===== config.mk =====
export PLATFORM = sky130hd
export DESIGN_NAME = serial_pattern_sender
export DESIGN_NICKNAME = d
export VERILOG_FILES = /design/src/rtl/serial_pattern_sender_pkg.sv /design/src/rtl/strobe_gen.sv /design/src/rtl/serial_pattern_sender.sv
export SDC_FILE = /design/constraint.sdc
export NUM_CORES = 1
export LEC_CHECK = 0
export ABC_AREA = 1
export ABC_CLOCK_PERIOD_IN_PS = 2200
export BUFFER_PORTS_ARGS = -buffer_cell sky130_fd_sc_hd__buf_2
export CAP_MARGIN = 15
export CELL_PAD_IN_SITES_DETAIL_PLACEMENT = 0
export CELL_PAD_IN_SITES_GLOBAL_PLACEMENT = 1
export CORE_MARGIN = 4
export CORE_UTILIZATION = 25
export CTS_CLUSTER_SIZE = 25
export DETAILED_ROUTE_END_ITERATION = 7
export MAX_ROUTING_LAYER = met4
export PLACE_DENSITY = 0.49
export SYNTH_ARGS = -nofsm -noshare
export SYNTH_HDL_FRONTEND = slang
export SYNTH_HIERARCHICAL = 1
export SYNTH_SLANG_ARGS = --single-unit

===== constraint.sdc =====
create_clock -name clk -period 2.2 [get_ports clk]
set_input_delay 0.22 -clock clk [delete_from_list [all_inputs] [get_ports clk]]
set_output_delay 0.22 -clock clk [all_outputs]
set_load 0.02 [all_outputs]

===== src/rtl/serial_pattern_sender_pkg.sv =====
// -----------------------------------------------------------------------------
// serial_pattern_sender_pkg
// Shared types and helpers for the serial pattern sender.
//   state_e      : frame FSM states (IDLE, SEND)
//   clamp_length : limits a requested frame length to the pattern width
// -----------------------------------------------------------------------------
package serial_pattern_sender_pkg;

    typedef enum logic {
        IDLE = 1'b0,
        SEND = 1'b1
    } state_e;

    // Returns min(length, max_len). Lengths above the pattern width would
    // otherwise shift in zeros past the end of the captured pattern.
    function automatic int unsigned clamp_length(input int unsigned length,
                                                 input int unsigned max_len);
        return (length > max_len) ? max_len : length;
    endfunction

endpackage


===== src/rtl/strobe_gen.sv =====
// -----------------------------------------------------------------------------
// strobe_gen
// Free-running bit-rate counter. While enabled it counts modulo
// 2^strobe_width and raises strobe for the one cycle where the count is at
// its maximum, giving one strobe every 2^strobe_width clocks.
//   clk     in  : system clock
//   reset_n in  : asynchronous active-low reset
//   clear   in  : restart the count from zero (frame start)
//   enable  in  : advance the count
//   strobe  out : one-cycle pulse at the end of each bit period
// -----------------------------------------------------------------------------
module strobe_gen #(
    parameter int strobe_width = 23
) (
    input  logic clk,
    input  logic reset_n,
    input  logic clear,
    input  logic enable,
    output logic strobe
);

    logic [strobe_width-1:0] cnt_q;
    logic [strobe_width-1:0] cnt_d;

    always_comb begin
        cnt_d = cnt_q;
        if (clear) begin
            cnt_d = '0;
        end else if (enable) begin
            // Wraps naturally modulo 2^strobe_width.
            cnt_d = cnt_q + strobe_width'(1);
        end
    end

    always_ff @(posedge clk or negedge reset_n) begin
        if (!reset_n) begin
            cnt_q <= '0;
        end else begin
            cnt_q <= cnt_d;
        end
    end

    assign strobe = enable && (cnt_q == '1);

endmodule


===== src/rtl/serial_pattern_sender.sv =====
// -----------------------------------------------------------------------------
// serial_pattern_sender
// Captures a parallel pattern on a load request and emits it MSB-first, one
// bit per strobe period, with a one-cycle valid pulse per bit. Optionally
// repeats the frame continuously (cyclic mode).
//   clk       in  : system clock
//   reset_n   in  : asynchronous active-low reset
//   load      in  : start a frame (ignored while busy or when length is 0)
//   data      in  : pattern, bit width-1 is sent first
//   length    in  : number of bits to send from the MSB (clamped to width)
//   cyclic    in  : restart the frame after its last bit (sampled at last bit)
//   abort     in  : stop the current frame; wins over a simultaneous load
//   out_bit   out : current serial bit (holds between pulses)
//   out_valid out : one-cycle pulse per new bit
//   busy      out : frame active; stays high through the done cycle
//   done      out : one-cycle pulse with the last bit of each frame
// All outputs are registered.
// -----------------------------------------------------------------------------
module serial_pattern_sender
    import serial_pattern_sender_pkg::*;
#(
    parameter int width        = 8,
    parameter int strobe_width = 23
) (
    input  logic                         clk,
    input  logic                         reset_n,
    input  logic                         load,
    input  logic [width-1:0]             data,
    input  logic [$clog2(width+1)-1:0]   length,
    input  logic                         cyclic,
    input  logic                         abort,
    output logic                         out_bit,
    output logic                         out_valid,
    output logic                         busy,
    output logic                         done
);

    localparam int LEN_W = $clog2(width + 1);

    state_e             state_q, state_d;
    logic [width-1:0]   shift_q, shift_d;
    logic [width-1:0]   shadow_q, shadow_d;
    logic [LEN_W-1:0]   len_q, len_d;
    logic [LEN_W-1:0]   bit_cnt_q, bit_cnt_d;
    logic               out_bit_q, out_bit_d;
    logic               out_valid_q, out_valid_d;
    logic               done_q, done_d;
    logic               busy_q, busy_d;

    logic               strobe;
    logic               accept;
    logic               emit;
    logic               last_bit;
    logic [LEN_W-1:0]   len_clamped;

    assign len_clamped = LEN_W'(clamp_length(32'(length), 32'(width)));

    // busy_q also covers the done cycle, so gating on it keeps a load in
    // that cycle from being accepted while busy still reads 1.
    assign accept   = (state_q == IDLE) && load && !abort && !busy_q
                      && (length != '0);
    assign emit     = (state_q == SEND) && strobe && !abort;
    assign last_bit = emit && (bit_cnt_q == LEN_W'(1));

    strobe_gen #(
        .strobe_width (strobe_width)
    ) u_strobe_gen (
        .clk     (clk),
        .reset_n (reset_n),
        .clear   (accept),
        .enable  (state_q == SEND),
        .strobe  (strobe)
    );

    // ---------------- FSM: state register ----------------
    always_ff @(posedge clk or negedge reset_n) begin
        if (!reset_n) begin
            state_q <= IDLE;
        end else begin
            state_q <= state_d;
        end
    end

    // ---------------- FSM: next state ----------------
    always_comb begin
        state_d = state_q;
        case (state_q)
            IDLE: begin
                if (accept) begin
                    state_d = SEND;
                end
            end
            SEND: begin
                if (abort) begin
                    state_d = IDLE;
                end else if (last_bit && !cyclic) begin
                    state_d = IDLE;
                end
            end
            default: state_d = IDLE;
        endcase
    end

    // ---------------- FSM: outputs (next values of output registers) ----------------
    always_comb begin
        out_bit_d   = out_bit_q;
        out_valid_d = 1'b0;
        done_d      = 1'b0;
        if (emit) begin
            out_bit_d   = shift_q[width-1];
            out_valid_d = 1'b1;
            done_d      = last_bit;
        end
        busy_d = (state_d == SEND) || done_d;
    end

    // ---------------- Datapath: shift / shadow / length / bit counter ----------------
    always_comb begin
        shift_d   = shift_q;
        shadow_d  = shadow_q;
        len_d     = len_q;
        bit_cnt_d = bit_cnt_q;
        if (accept) begin
            shift_d   = data;
            shadow_d  = data;
            len_d     = len_clamped;
            bit_cnt_d = len_clamped;
        end else if (emit) begin
            if (last_bit && cyclic) begin
                // Reload for the next frame; the strobe counter keeps running
                // so the next bit follows one period later with no gap.
                shift_d   = shadow_q;
                bit_cnt_d = len_q;
            end else begin
                shift_d   = shift_q << 1;
                bit_cnt_d = bit_cnt_q - LEN_W'(1);
            end
        end
    end

    always_ff @(posedge clk or negedge reset_n) begin
        if (!reset_n) begin
            shift_q     <= '0;
            shadow_q    <= '0;
            len_q       <= '0;
            bit_cnt_q   <= '0;
            out_bit_q   <= 1'b0;
            out_valid_q <= 1'b0;
            done_q      <= 1'b0;
            busy_q      <= 1'b0;
        end else begin
            shift_q     <= shift_d;
            shadow_q    <= shadow_d;
            len_q       <= len_d;
            bit_cnt_q   <= bit_cnt_d;
            out_bit_q   <= out_bit_d;
            out_valid_q <= out_valid_d;
            done_q      <= done_d;
            busy_q      <= busy_d;
        end
    end

    assign out_bit   = out_bit_q;
    assign out_valid = out_valid_q;
    assign done      = done_q;
    assign busy      = busy_q;

endmodule

==> results.toml <==
[run_status]
status = "completed"

[flow_run]
drv_cap = 0

[worst_setup_path]
cp.arrival_ns = 2.15
crit_path_end_kind = "flop"
reg2reg_depth = 10
required_ns = 2.39
critical_path.cell_chain = "nand4_1, nor2_2, nor4b_2, buf_4, nand3_4, nor2_4, buf_12, nand3_1, nand3_1, a21oi_2"
cp-startpoint = "u_strobe_gen/cnt_q[16]"
crit_type = "flop to flop"
cp-start-kind = "flop"
crit_end = "shift_q[5]"
cp_slowest_cell = "dfrtp_1"
critPathBufInv = 2
setup.reg_to_reg.worst_slack_ns = 0.24
slowest_delay_ns = 0.40
cp_num_cells = 10
critical_path.max_fanout = 11
worstReg2RegEnd = "shift_q[5]"
path_delay_family = "simple AND/OR/NAND/NOR gates"
rr_startpoint = "u_strobe_gen/cnt_q[16]"
cp_common_cell = "nand3_1"

[logic_synthesis]
yosys.area.top_type = "dfrtp_1"
avgSynthCellArea_um2 = 7.64
syn_area_mm2 = 0.00302
synth_seq_cells = 52
netlist_instances = 396
synth_ff_type = "dfrtp_1"
yosysTopAreaCellShare_pct = 43.0
synthTopCellsByArea = "dfrtp_1, nand2_1, inv_1"
synth-edff-count = 0
synth.distinct_cells = 28
yosysWarnings = 6
async_flop_share_pct = 100
syn_nets = 416
ys_seq_area_share_pct = 43.0

[pwr]
power_switching_uw = 919
pwr-share-seq_pct = 45.9
power.total_mw = 2.79
switching_share_pct = 33.0
pwr-share-comb_pct = 24.1
leakage_nw = 1.73
power_frac_clock_pct = 30.0
vdd_ir_drop_max_uv = 297
powerDensity_mw_per_mm2 = 798
intPower_mw = 1.87

[finish]
area_delta_synth_final_pct = 15.5
fin_cells = 567
antenna_cells = 0
stdcell_area_mm2 = 0.00349
final_cell_mix = "nand2_1, inv_1, nor2_1, dfrtp_1, nand3_1"
fill_cells = 1260
fin_util_pct = 30.1
fin_nets = 443
final_common_cell = "nand2_1"
final_layout_size_suffix_gt1_share_pct = 19.6

[grt]
antenna_found_initial = 0
grt_pass1_vias = 2448
grt_usage_pct = 11.8
grt_pass1_wl_um = 12800
grt_start_max_net_pins = 53
overflow = 0

[place]
placed_cell_area_mm2 = 0.00332
hpwl_um = 5180
dp.cells = 557
io_buffer_count = 20
routabilityCongestion = 0.745
pre_cts_ws_ns = 0.128

[sta]
period_minus_slack_ns = 1.96
slew_headroom_pct = 46.9
tightest_slew_ns = 0.796
rsz0062_at_grt = "no"
slew_violations = 0
finalSetupViolCount = 0
skew_ns = 0.00969
fin_tns_setup_ns = 0
setup_ws_ns = 0.239
post-route-period-util_pct = 89.1
max_freq_ghz = 0.510
hold_viol = 0
hold_slack_ns = 0.158

[drt]
totalWireLength_um = 7520
vias_per_cell = 4.37
dr.pass1.iters = 4
wl_per_cell_um = 13.3
via_count = 2476
first_iter_violations = 102
drc = 0
drtAntennaViolNets = 0

[floorplan]
rows = 39
floorplan.initialDensity_pct = 26.0
die_w_um = 118
die_area_mm2 = 0.0139
coreArea_mm2 = 0.0116
io_pins = 21
die_h_um = 118

[clock_network]
cts_sinks = 52
htree_num_levels = 2
path_clk_slew_ns = 0.07
root_buffer = "clkbuf_16"
cts_made_buffers = 5
clock_latency_ns = 0.30
cts_tree = "done"
clockBufferDepth = 2

[min_path]
hold_class = "primary input to flop"
layout make-up:
class / count / area, µm² / share of cell area (%)
clock buffers: 7 / 143 / 4.08
clock inverters: 1 / 7.51 / 0.215
inverters: 63 / 236 / 6.77
multi-input cells: 271 / 1420 / 40.8
flip-flops and latches: 52 / 1300 / 37.2
well taps: 143 / 179 / 5.12
repair buffers: 30 / 203 / 5.80
sequential cells by signal, summed over array words and instances, names as in the netlist:
name	flops
shadow_q	8
out_bit	1
busy	1
shift_q	8
bit_cnt_q	4
u_strobe_gen/cnt_q	23
done	1
out_valid	1
len_q	4
state_q	1
layer usage:
layer | GRT usage, % | share of wire [%]
met1 | 16.7 | 53
met2 | 16.6 | 42
met3 | 2.50 | 3.6
met4 | 3.96 | 1.4
met5 | - | 0
power by group through the flow:
stage / clock (mW) / combinational [mW] / sequential (mW)
final: 0.836 / 0.673 / 1.28
after global routing: 0.907 / 0.785 / 1.31
after CTS: 0.880 / 0.684 / 1.28
after detailed placement: 0 / 0.682 / 1.30
after global placement: 0 / 0.681 / 1.30
after floorplan: 0 / 0.526 / 1.27
synthesized netlist by cell type (3+ instances only):
library cell   n
nand3_1       42
o21ai_1        5
nor2_1        53
nor2_4        12
buf_6          4
inv_1         58
a21oi_1       21
dfrtp_1       52
nand3_2        4
nand2_1       75
inv_2          5
a21oi_2        5
ha_1           3
o21ai_0       17
buf_2          4
nand4_1        7
nand2_2       13
repair_timing:
action	in CTS	in global routing
endpoints found under the hold margin	52	0
buffers inserted	0	1
endpoints found under the setup margin	0	13
hold buffers	1	0
resized for setup	0	2
how the worst min path moves through the flow:
stage	slack (ns)	to	startpoint	depth (start not counted)
final	0.16	out_valid	abort	2
after global routing	0.16	out_valid	abort	2
after CTS	0.14	out_valid	abort	2
after detailed placement	0.25	u_strobe_gen/cnt_q[10]	reset_n	2
after global placement	0.25	u_strobe_gen/cnt_q[10]	reset_n	2
after floorplan	-0.08	bit_cnt_q[0]	reset_n	0
cell families after synthesis:
| logic type | Yosys count | share of synthesized area, % |
|---|---|---|
| simple gates | 213 | 35.2 |
| buf+inv | 73 | 10.2 |
| compound gates | 54 | 10.1 |
| flops | 52 | 43.0 |
| fa+ha+maj | 3 | 1.24 |
| xor+xnor | 1 | 0.290 |
(Power assumes the default switching activity.)
